### src/rtl/utils.sv
// Shared types and constants for the boot-time program loader.
package utils;

  localparam int         CLK_PER_HALF_BIT = 434;
  localparam logic [7:0] LOADER_SYNC_BYTE = 8'h99;
  localparam logic [7:0] LOADER_ACK_BYTE  = 8'hAA;

  typedef enum logic [2:0] {
    WAIT_SYNC,
    LEN,
    DATA,
    ACK,
    DONE,
    ERROR
  } loader_state_t;

endpackage

### src/rtl/byte_to_word_asm.sv
// Little-endian 8->32 assembler; word_valid pulses the cycle after the 4th strobe.
module byte_to_word_asm (
  input  logic        clk,
  input  logic        rstn,
  input  logic [7:0]  byte_in,
  input  logic        strobe,
  input  logic        clear,
  output logic [31:0] word,
  output logic        word_valid
);

  logic [1:0] cnt;

  always_ff @(posedge clk) begin
    if (!rstn) begin
      word       <= '0;
      cnt        <= '0;
      word_valid <= 1'b0;
    end else begin
      word_valid <= 1'b0;
      if (clear) begin
        cnt <= '0;
      end else if (strobe) begin
        // shifting in from the top leaves the first byte in [7:0] after four strobes
        word <= {byte_in, word[31:8]};
        cnt  <= cnt + 2'd1;
        if (cnt == 2'd3) word_valid <= 1'b1;
      end
    end
  end

endmodule

### src/rtl/uart_loader.sv
// Boot loader: sync byte, 32-bit word count, then little-endian words to instruction memory, then ACK.
//
// state     | meaning
// WAIT_SYNC | idle, looking for the sync byte
// LEN       | collecting the 4-byte word count
// DATA      | collecting words and writing them out
// ACK       | waiting for the transmitter to accept the ACK byte
// DONE      | load complete, terminal until reset
// ERROR     | load aborted, terminal until reset
module uart_loader
  import utils::*;
#(
  parameter int         CLK_PER_HALF_BIT = utils::CLK_PER_HALF_BIT,
  parameter int         ADDR_W           = 14,
  parameter logic [7:0] SYNC_BYTE        = LOADER_SYNC_BYTE,
  parameter logic [7:0] ACK_BYTE         = LOADER_ACK_BYTE
) (
  input  logic              clk,
  input  logic              rstn,
  input  logic [7:0]        rx_data,
  input  logic              rx_valid,
  input  logic              rx_ferr,
  input  logic              tx_busy,
  output logic [7:0]        tx_data,
  output logic              tx_start,
  output logic              mem_we,
  output logic [ADDR_W-1:0] mem_addr,
  output logic [31:0]       mem_wdata,
  output logic              done,
  output logic              err
);

  localparam logic [31:0]   CAPACITY = 32'd1 << ADDR_W;
  localparam logic [ADDR_W:0] IDX_ONE = 1;

  loader_state_t     state, state_n;
  logic              rx_prev;
  logic              byte_ev;
  logic              ferr_ev;
  logic [31:0]       count_q;
  logic [ADDR_W:0]   word_idx;
  logic [7:0]        tx_data_q;
  logic [31:0]       asm_word;
  logic              asm_valid;
  logic              asm_strobe;
  logic              asm_clear;
  logic              load_count;
  logic              idx_clr;
  logic              idx_inc;
  logic [31:0]       idx_next;

  assign byte_ev    = rx_valid & ~rx_prev;
  assign ferr_ev    = byte_ev & rx_ferr;
  assign asm_strobe = byte_ev & ~rx_ferr & ((state == LEN) | (state == DATA));
  assign asm_clear  = (state == WAIT_SYNC);
  assign idx_next   = 32'(word_idx) + 32'd1;

  byte_to_word_asm u_asm (
    .clk        (clk),
    .rstn       (rstn),
    .byte_in    (rx_data),
    .strobe     (asm_strobe),
    .clear      (asm_clear),
    .word       (asm_word),
    .word_valid (asm_valid)
  );

  always_ff @(posedge clk) begin
    if (!rstn) begin
      state     <= WAIT_SYNC;
      rx_prev   <= 1'b0;
      count_q   <= '0;
      word_idx  <= '0;
      tx_data_q <= '0;
    end else begin
      state   <= state_n;
      rx_prev <= rx_valid;
      if (load_count) count_q <= asm_word;
      if (idx_clr)      word_idx <= '0;
      else if (idx_inc) word_idx <= word_idx + IDX_ONE;
      if (tx_start) tx_data_q <= ACK_BYTE;
    end
  end

  always_comb begin
    state_n    = state;
    tx_start   = 1'b0;
    mem_we     = 1'b0;
    load_count = 1'b0;
    idx_clr    = 1'b0;
    idx_inc    = 1'b0;
    case (state)
      WAIT_SYNC: begin
        if (ferr_ev)                                state_n = ERROR;
        else if (byte_ev && rx_data == SYNC_BYTE)   state_n = LEN;
      end
      LEN: begin
        if (ferr_ev) begin
          state_n = ERROR;
        end else if (asm_valid) begin
          load_count = 1'b1;
          idx_clr    = 1'b1;
          if (asm_word == 32'd0)         state_n = ACK;
          else if (asm_word > CAPACITY)  state_n = ERROR;
          else                           state_n = DATA;
        end
      end
      DATA: begin
        // a framing error wins over a write landing in the same cycle
        if (ferr_ev) begin
          state_n = ERROR;
        end else if (asm_valid) begin
          mem_we  = 1'b1;
          idx_inc = 1'b1;
          if (idx_next == count_q) state_n = ACK;
        end
      end
      ACK: begin
        if (ferr_ev) begin
          state_n = ERROR;
        end else if (!tx_busy) begin
          tx_start = 1'b1;
          state_n  = DONE;
        end
      end
      DONE:    state_n = DONE;
      ERROR:   state_n = ERROR;
      default: state_n = ERROR;
    endcase
  end

  assign tx_data   = tx_start ? ACK_BYTE : tx_data_q;
  assign mem_addr  = word_idx[ADDR_W-1:0];
  assign mem_wdata = asm_word;
  assign done      = (state == DONE);
  assign err       = (state == ERROR);

endmodule
### config.mk
export PLATFORM = sky130hd
export DESIGN_NAME = uart_loader
export DESIGN_NICKNAME = d
export VERILOG_FILES = /design/src/rtl/utils.sv /design/src/rtl/byte_to_word_asm.sv /design/src/rtl/uart_loader.sv
export SDC_FILE = /design/constraint.sdc
export NUM_CORES = 1
export LEC_CHECK = 0
export ABC_AREA = 1
export CAP_MARGIN = 15
export CORE_MARGIN = 2
export CORE_UTILIZATION = 54
export CTS_CLUSTER_DIAMETER = 120
export DETAILED_ROUTE_END_ITERATION = 7
export PLACE_DENSITY = 0.78
export SLEW_MARGIN = 5
export SYNTH_ARGS = -nofsm -noshare
export SYNTH_HDL_FRONTEND = slang
export SYNTH_SLANG_ARGS = --single-unit
### constraint.sdc
create_clock -name clk -period 2.1 [get_ports clk]
set_clock_uncertainty 0.1 [all_clocks]
set_input_delay 0.42 -clock clk [delete_from_list [all_inputs] [get_ports clk]]
set_output_delay 0.42 -clock clk [all_outputs]
set_load 0.005 [all_outputs]
* Yosys cells after proc, flatten, opt, wreduce, memory -nomap -nowiden
Index checks and enable logic that the tools add are counted.
Storage, ports and cells: register bits 94
Operators by class: $add $sub $neg 3, $lt $le $gt $ge 1, equality and inequality tests 13, multiplexer cells 21, bitwise operators 10, reduce and logical (&&, ||, !) cells 8
Operators with widths (number):
- two-way mux 3 bit | 11
- == test 16 x 32 -> 1 bit | 1
- greater-than comparator 32 x 15 -> 1 bit (second input constant) | 1
- zero test 32 bit | 1
- adder 15 x 1 -> 16 bit (second input constant) | 1
- adder 15 x 1 -> 15 bit (second input constant) | 1
- one-hot mux 3 bit (5 select lines) | 1
- inequality test 3 x 2 -> 1 bit (second input constant) | 4
- == test 8 bit (second input constant) | 1
- two-way mux 1 bit | 8
- two-way mux 8 bit | 1
- == test 3 x 2 -> 1 bit (second input constant) | 2
- == test 3 bit (second input constant) | 2
- NOT 1 bit | 5
- AND reduction 5 bit | 1
- bitwise AND 1 bit | 4
- OR reduction 2 bit | 2
- == test 3 x 1 -> 1 bit (second input constant) | 1
- zero test 3 bit | 1
- inequality test 3 bit (second input constant) | 1
- OR reduction 3 bit | 1
- adder 2 x 1 -> 2 bit (second input constant) | 1
- == test 2 bit (second input constant) | 1
- AND reduction 2 bit | 1
- 2 further kinds | 2

* Logic depth before layout (Yosys ltp)
Gate-level depths: netlist of run 1.
depth in word-level cells 6, mapped depth 16, depth with buffers taken out 16

* By module
From an unflattened synthesis of run 1, not the netlist that was laid out.
Unflattened totals: cells, all modules 719, area total of the unflattened synthesis 4735.8 sq um
Modules (own cells, without submodules):
- uart_loader | times used 1, cells an instance 498, area each 3239.4 sq um
- byte_to_word_asm | times used 1, cells an instance 221, area each 1496.4 sq um

* Worst setup path before layout of run 1
Ideal clock, no wire load.
path kind reg-to-reg, from reg word_idx[0], to reg state[1], data arrival time 1.654 ns, slack 0.227 ns, stages on the path, launching flop included 13, path through dfxtp_1 -> ha_1 -> nand2_1 -> nor2_4 -> nand2_1 -> xnor3_1 -> nand3_1 -> nor2_1 -> nand3_1 -> nand2_2 -> nand3_1 -> nand2_1 -> nor2_1
On the way: word-level cells in the longest chain between the ends 4
RTL lines:
- start, declared | RTL line uart_loader.sv:41 | logic [ADDR_W:0] word_idx;
- start signal, assigned | RTL line uart_loader.sv:80 | else if (idx_inc) word_idx <= word_idx + IDX_ONE;
- adder 15 x 1 -> 16 bit | RTL line uart_loader.sv:56 | assign idx_next = 32'(word_idx) + 32'd1;
- == test 16 x 32 -> 1 bit | RTL line uart_loader.sv:115 | if (idx_next == count_q) state_n = ACK;
- inequality test 3 x 2 -> 1 bit (no source line)
- AND reduction 5 bit (no source line)
- end signal, assigned | RTL line uart_loader.sv:76 | state <= state_n;
- end, declared | RTL line uart_loader.sv:36 | loader_state_t state, state_n;
No other way between the ends. A chain may end at the register's enable or synchronous reset.

* Final worst setup path of run 1
from in rx_ferr, to out tx_data[7]
On the way: word-level cells in the longest chain between the ends 4
RTL lines:
- start, declared | RTL line uart_loader.sv:22 | input logic rx_ferr,
- bitwise AND 1 bit | RTL line uart_loader.sv:53 | assign ferr_ev = byte_ev & rx_ferr;
- two-way mux 1 bit | RTL line uart_loader.sv:119 | if (ferr_ev) begin
- two-way mux 1 bit | RTL line uart_loader.sv:92 | case (state)
- two-way mux 8 bit
- end, declared | RTL line uart_loader.sv:24 | output logic [7:0] tx_data,
No other way between the ends.

==> results of run 1 <==
[registers in the layout (all words and copies together) (netlist names)]
| register | count |
|---|---|
| u_asm.word_valid | 1 |
| state | 3 |
| tx_data_q | 8 |
| word_idx | 15 |
| rx_prev | 1 |
| count_q | 32 |
| u_asm.cnt | 2 |
| u_asm.word | 32 |
[layout by cell type (no fill, tap or decap), drive strengths merged]
cell type,netlist,routed
xnor3,1,1
nand2,99,99
dfxtp,94,94
o31ai,1,1
o211ai,3,3
nand3b,4,4
ha,2,2
clkinv,2,3
inv,64,64
dlymetal6s2s,0,1
clkinvlp,0,5
a211oi,1,1
dlygate4sd2,0,2
clkdlybuf4s50,0,57
buf,24,68
clkbuf,14,12
nor3,7,7
nor2,166,166
xor2,4,4
a21oi,35,35
or2,4,4
nand3,30,30
nand4,11,11
o21ai,77,77
nor4,4,4
[worst max-delay path by stage]
stage                 from  cells after the start          to  slack (ps)
2_1_floorplan  word_idx[0]                     12    state[1]         230
3_3_place_gp      rx_valid                      8  tx_data[0]        -490
3_5_place_dp      rx_valid                      8  tx_data[2]        -540
4_1_cts           state[0]                     10  tx_data[5]        -170
5_1_grt            rx_ferr                      8  tx_data[7]        -280
6_report           rx_ferr                      8  tx_data[7]        -210
[final cells by class]
type / count / share of cell area [%]
timing repair inverter: 2 / 0.250
sequential: 94 / 31.6
timing repair buffer: 128 / 20.1
clock buffer: 12 / 2.58
multi-input combinational: 449 / 38.6
tap: 102 / 2.12
inverter: 66 / 4.31
clock inverter: 4 / 0.479
[worst max-delay path: cells and delay by family]
family,cells,cell delay [ps]
AND/OR/NAND/NOR,3,380
buffers and inverters,5,980
[stage by stage]
step / util [%] / hold WS, ps / TNS [ps]
5_1_grt: 77.0 / 222 / -2280
3_3_place_gp: 68.4 / 339 / -6960
4_1_cts: 72.6 / 357 / -980
2_1_floorplan: - / 325 / 0
6_report: 77.0 / 201 / -1290
3_5_place_dp: 68.4 / 346 / -8430
[routing by layer]
layer	global-route usage (%)	wire length [um]	share of wire, %	up-vias
met2	47.0	6520	50	167
met4	10.1	400	3.1	0
met5	0	0	0	-
met1	34.0	5260	41	2153
met3	5.03	768	5.9	35
li1	-	-	-	2265
[logic make-up (layout without fill, tap and decap cells)]
logic type | after synthesis | after routing | synth area share [%]
simple gates | 325 | 325 | 31.6
compound gates | 117 | 117 | 13.5
buf+inv | 104 | 212 | 10.4
flops | 94 | 94 | 42.6
xor+xnor | 5 | 5 | 1.30
fa+ha+maj | 2 | 2 | 0.566
[repair_timing]
action	4_1_cts	5_1_grt
cloned	1	1
resized for setup	69	77
hold buffers	0	0
buffers inserted	14	11
setup endpoints to repair	12	19
pin swaps	7	27
endpoints found under the hold margin	0	0
[power groups by stage]
stage / Combinational [uW] / Clock (uW) / Sequential, uW
floorplan: 609 / 0 / 2080
finish: 1480 / 1150 / 2090
CTS: 1310 / 1150 / 2080
global route: 1600 / 1230 / 2100
global placement: 1120 / 0 / 2120
detailed placement: 1160 / 0 / 2120
==> run summary, run 1 <==
PwrDens: 786 nW/um2
Max_cap viols: 0
Post-DP HPWL: 8220 um
Detailed Route WL: 12900 um
Full die area: 8920 um2
Syn nets: 662
Filler cells: 587
Clock tree buffer depth: 2
Routed Antenna Nets: 0
Relative slew slack: 74.5%
Post-synth top cells: 156 x nor2_1, 97 x nand2_1, 94 x dfxtp_1, 75 x o21ai_0, 60 x inv_1
Top_reg_cell synth: dfxtp_1
RSZ-0062 raised after global routing: yes
Core Area: 7810 um2
Worst r2r dst: count_q[26]
DR vias/cell: 5.39
Logic pwr share: 31.3%
Clk pwr share: 24.4%
CP Capture Type: output pin
R2r setup slk: -20 ps
Port bufs: 70
Rows: 32
Post-Place Cells: 814
Post-synth cell types: 29
Max FO, Critical Path: 3
Net count, final: 765
Crit share post-route: 110%
CTS tree: done
Main area contributors after synthesis: dfxtp_1 43%, nor2_1 13%, o21ai_0 8.5%
Worst min-delay path category: in -> reg
F_max: 434 MHz
Switch Pwr: 1590 uW
Pre-CTS WS: -542 ps
VDD IR max: 0.631 mV
Max-slew violation count: 0
Most common cell in the netlist: nor2_1
Setup Viol. Count Final: 11
Pin count of the biggest net entering global routing: 69
Vias: 4620
Reg2reg path depth: 13
Leakage power: 0.00257 uW
Least-Margin Pin Slew: 382 ps
Status: complete, but fails checks
Proportion of layout cells with a drive suffix above 1: 22.6%
Worst path cell trace: clkdlybuf4s50_1 -> inv_2 -> nor2_4 -> nor3_4 -> clkinvlp_4 -> buf_4 -> nand2_1 -> buf_2
Hold depth: 3
Clk sinks: 94
Area of the multi-input gates: 2320 um2
H-tree levels: 3
IO Count: 71
Flop pwr share: 44.4%
Worst path required time: 1580 ps
DP Area: 5340 um2
Vias in the first global route: 4132
Total power: 4720 uW
Setup ws final: -205 ps
Root Buffer: clkbuf_8
Int Pwr: 3130 uW
Initial cell density of the core: 56.6%
Num CTS Buffers: 9
Biggest area consumer among synthesized cells: dfxtp_1
Fin area: 6010 um2
Final cell count without fillers: 857
Synthesis warning total: 0
GRT Total Usage: 27.2%
DIE WIDTH: 94.5 um
Worst-Skew Late Latency: 360 ps
DR pass1 iterations: 5
GRT Residual Overflow: 0
P&R area growth vs syn: 36.0%
Clock Pin Slew Worst Setup and Hold Paths: 90 ps
CP Class: in -> out
Mapped Area: 4420 um2
Hold Path Origin: rx_valid
Post-synth EDFFs: 0
# diodes: 0
Critical path startpoint category: primary input
Violations in the final reports: negative setup slack
Fin crit period: 2310 ps
Die height: 94.5 um
Register area share after synthesis: 42.6%
FF/Latch Area: 1900 um2
Critical R2R Launch: state[0]
Final Wtd Congestion: 0.896
Wire per inst: 15.1 um
Switch share: 33.7%
Initial DRC Count: 245
Remaining DRCs: 0
First-pass GRT wire length: 19200 um
Post-Syn Instances: 647
Antenna violations before repair: 0
Synthesized area per cell: 6.83 um2
Yosys top cell area share: 42.6%
Number of synthesized register bits: 94
Arrival time worst endpoint: 1790 ps
Final Hold Viols: 0
Hold Path End: rx_prev
CP max stage cell: clkdlybuf4s50_1
Crit-path max cell delay: 460 ps
Ys async rst share: 0%
(Power assumes the default switching activity.)
==> inputs of run 2 (changes only) <==
--- a/config.mk
+++ b/config.mk
@@ -8,10 +8,10 @@
 export ABC_AREA = 1
 export CAP_MARGIN = 15
 export CORE_MARGIN = 2
-export CORE_UTILIZATION = 54
+export CORE_UTILIZATION = 55
 export CTS_CLUSTER_DIAMETER = 120
 export DETAILED_ROUTE_END_ITERATION = 7
-export PLACE_DENSITY = 0.78
+export PLACE_DENSITY = 0.8
 export SLEW_MARGIN = 5
 export SYNTH_ARGS = -nofsm -noshare
 export SYNTH_HDL_FRONTEND = slang
==> constraint.sdc (replaced) <==
create_clock -name clk -period 2.78 [get_ports clk]
set_clock_uncertainty 0.1 [all_clocks]
set_input_delay 0.556 -clock clk [delete_from_list [all_inputs] [get_ports clk]]
set_output_delay 0.556 -clock clk [all_outputs]
set_load 0.005 [all_outputs]
==> run 2 against run 1 <==
Against the previous run: the run now ends clean; non-clock buffer count down 43; cell count down 5.1%; total power down 31%; setup slack better by 290 ps; first-iteration DRC count up 6.9%; die area down 1.7%; clock-buffer cell count down 1; routed wire length down 15%; global-route usage down 1.1 points; sequential power down 24%; core utilization down 7.7 points; via count down 8.5%.
==> run summary, run 2 (same netlist as run 1, synthesis figures left out) <==
Antenna violations before repair: 0
Arrival time worst endpoint: 2040 ps
IO Count: 71
Relative slew slack: 54.7%
Max FO, Critical Path: 5
Most common cell after layout, fill and taps aside: nor2_1
H-tree levels: 3
DIE WIDTH: 93.6 um
Final Hold Viols: 0
Post-DP HPWL: 7850 um
Remaining DRCs: 0
Initial cell density of the core: 56.9%
Routed Antenna Nets: 0
Proportion of layout cells with a drive suffix above 1: 9.00%
Hold buffers post-CTS: 0
CTS tree: done
Largest registers: count_q x32, u_asm.word x32, word_idx x15
Filler cells: 673
RSZ-0062 raised after global routing: yes
Max-slew violation count: 0
Critical path startpoint category: primary input
Detailed Route WL: 11100 um
Port bufs: 70
Core Area: 7770 um2
Clk sinks: 94
Logic pwr share: 25.3%
Clock Pin Slew Worst Setup and Hold Paths: 90 ps
Worst path required time: 2120 ps
GRT Residual Overflow: 0
# diodes: 0
Rows: 32
Num CTS Buffers: 9
Max_cap viols: 0
Most frequent cells in the layout: 154 x nor2_1, 95 x nand2_1, 92 x dfxtp_1
DP Area: 5140 um2
Wire per inst: 13.6 um
Clk pwr share: 25.5%
Worst-Skew Late Latency: 350 ps
Vias in the first global route: 3976
GRT Total Usage: 26.2%
Full die area: 8770 um2
First-pass GRT wire length: 18300 um
PwrDens: 601 nW/um2
Setup TNS Final: 0 ps
Pin count of the biggest net entering global routing: 69
Fin crit period: 2690 ps
Status: complete, no violations
Clock tree buffer depth: 2
DR vias/cell: 5.20
Root Buffer: clkbuf_8
CP Capture Type: output pin
Switch share: 32.6%
Setup Viol. Count Final: 0
VDD IR max: 0.513 mV
Fin area: 5380 um2
Initial DRC Count: 262
Worst Hold Slack: 351 ps
Int Pwr: 2180 uW
P&R area growth vs syn: 21.8%
Vias: 4226
Worst min-delay path category: in -> reg
Leakage power: 0.00234 uW
Least-Margin Pin Slew: 679 ps
F_max: 371 MHz
DR pass1 iterations: 4
Crit share post-route: 96.9%
Flop pwr share: 49.1%
Final Wtd Congestion: 0.940
Net count, final: 721
Switch Pwr: 1060 uW
Die height: 93.6 um
CP Class: in -> out
-- run 2: cell types whose count changed in the layout (fill, tap and decap cells not counted), sizes merged --
cell,previous run,this run
clkinv,3,4
inv,64,65
clkinvlp,5,3
clkdlybuf4s50,57,64
dlymetal6s2s,1,5
buf,68,15
dlygate4sd2,2,1
clkbuf,12,11
-- run 2: path summary, 6_finish.rpt --
path	from	endpoint	slack, ps	cells after the start
min	rx_valid	rx_prev	350	3
min reg2reg	tx_data_q[0]	tx_data_q[0]	350	2
max reg2reg	word_idx[0]	state[0]	480	14
max	rx_ferr	tx_data[3]	90	7
-- run 2: area by class of cell --
class                   count  area, um2  area share, %
repair inverters            1       7.51          0.140
well taps                 102        128           2.37
multi-input cells         449       2110           39.2
inverters                  66        248           4.60
clock buffers              11        141           2.63
flip-flops and latches     94       1890           35.1
clock inverters             5       33.8          0.628
repair buffers             85        825           15.3
-- run 2: per-stage QoR --
stage	worst slack, ps	total power [uW]	cells	utilization [%]
finish	85.0	3230	813	69.3
global route	-35.5	3420	813	69.3
CTS	36.5	3210	811	68.6
detailed placement	-84.0	2390	795	66.2
global placement	-63.0	2370	795	66.2
floorplan	684	2030	647	-
-- run 2: layer usage --
metal	track usage, %	part of all wire (%)
met1	32.8	45
met5	0	0
met3	3.55	4.1
met2	46.2	49
met4	8.94	1.6
-- run 2: power by group through the flow --
stage / registers [uW] / logic [uW] / clock network [uW]
6_report: 1590 / 819 / 826
3_3_place_gp: 1610 / 761 / 0
2_1_floorplan: 1570 / 460 / 0
5_1_grt: 1600 / 922 / 894
3_5_place_dp: 1610 / 781 / 0
4_1_cts: 1580 / 789 / 840
-- run 2: critical path, stage by stage --
cell and delay [ps]:
clkdlybuf4s50_1 430, inv_2 80, nor2_4 50, nor3_4 250
inv_2 100, nand2_1 70, clkdlybuf4s50_1 510
-- run 2: timing repair --
item / CTS / global route
setup endpoints to repair: 9 / 9
hold endpoints to repair: 0 / 0
gates resized for setup: 6 / 16
gates cloned: 0 / 1
buffers inserted: 0 / 1
pin swaps: 1 / 0
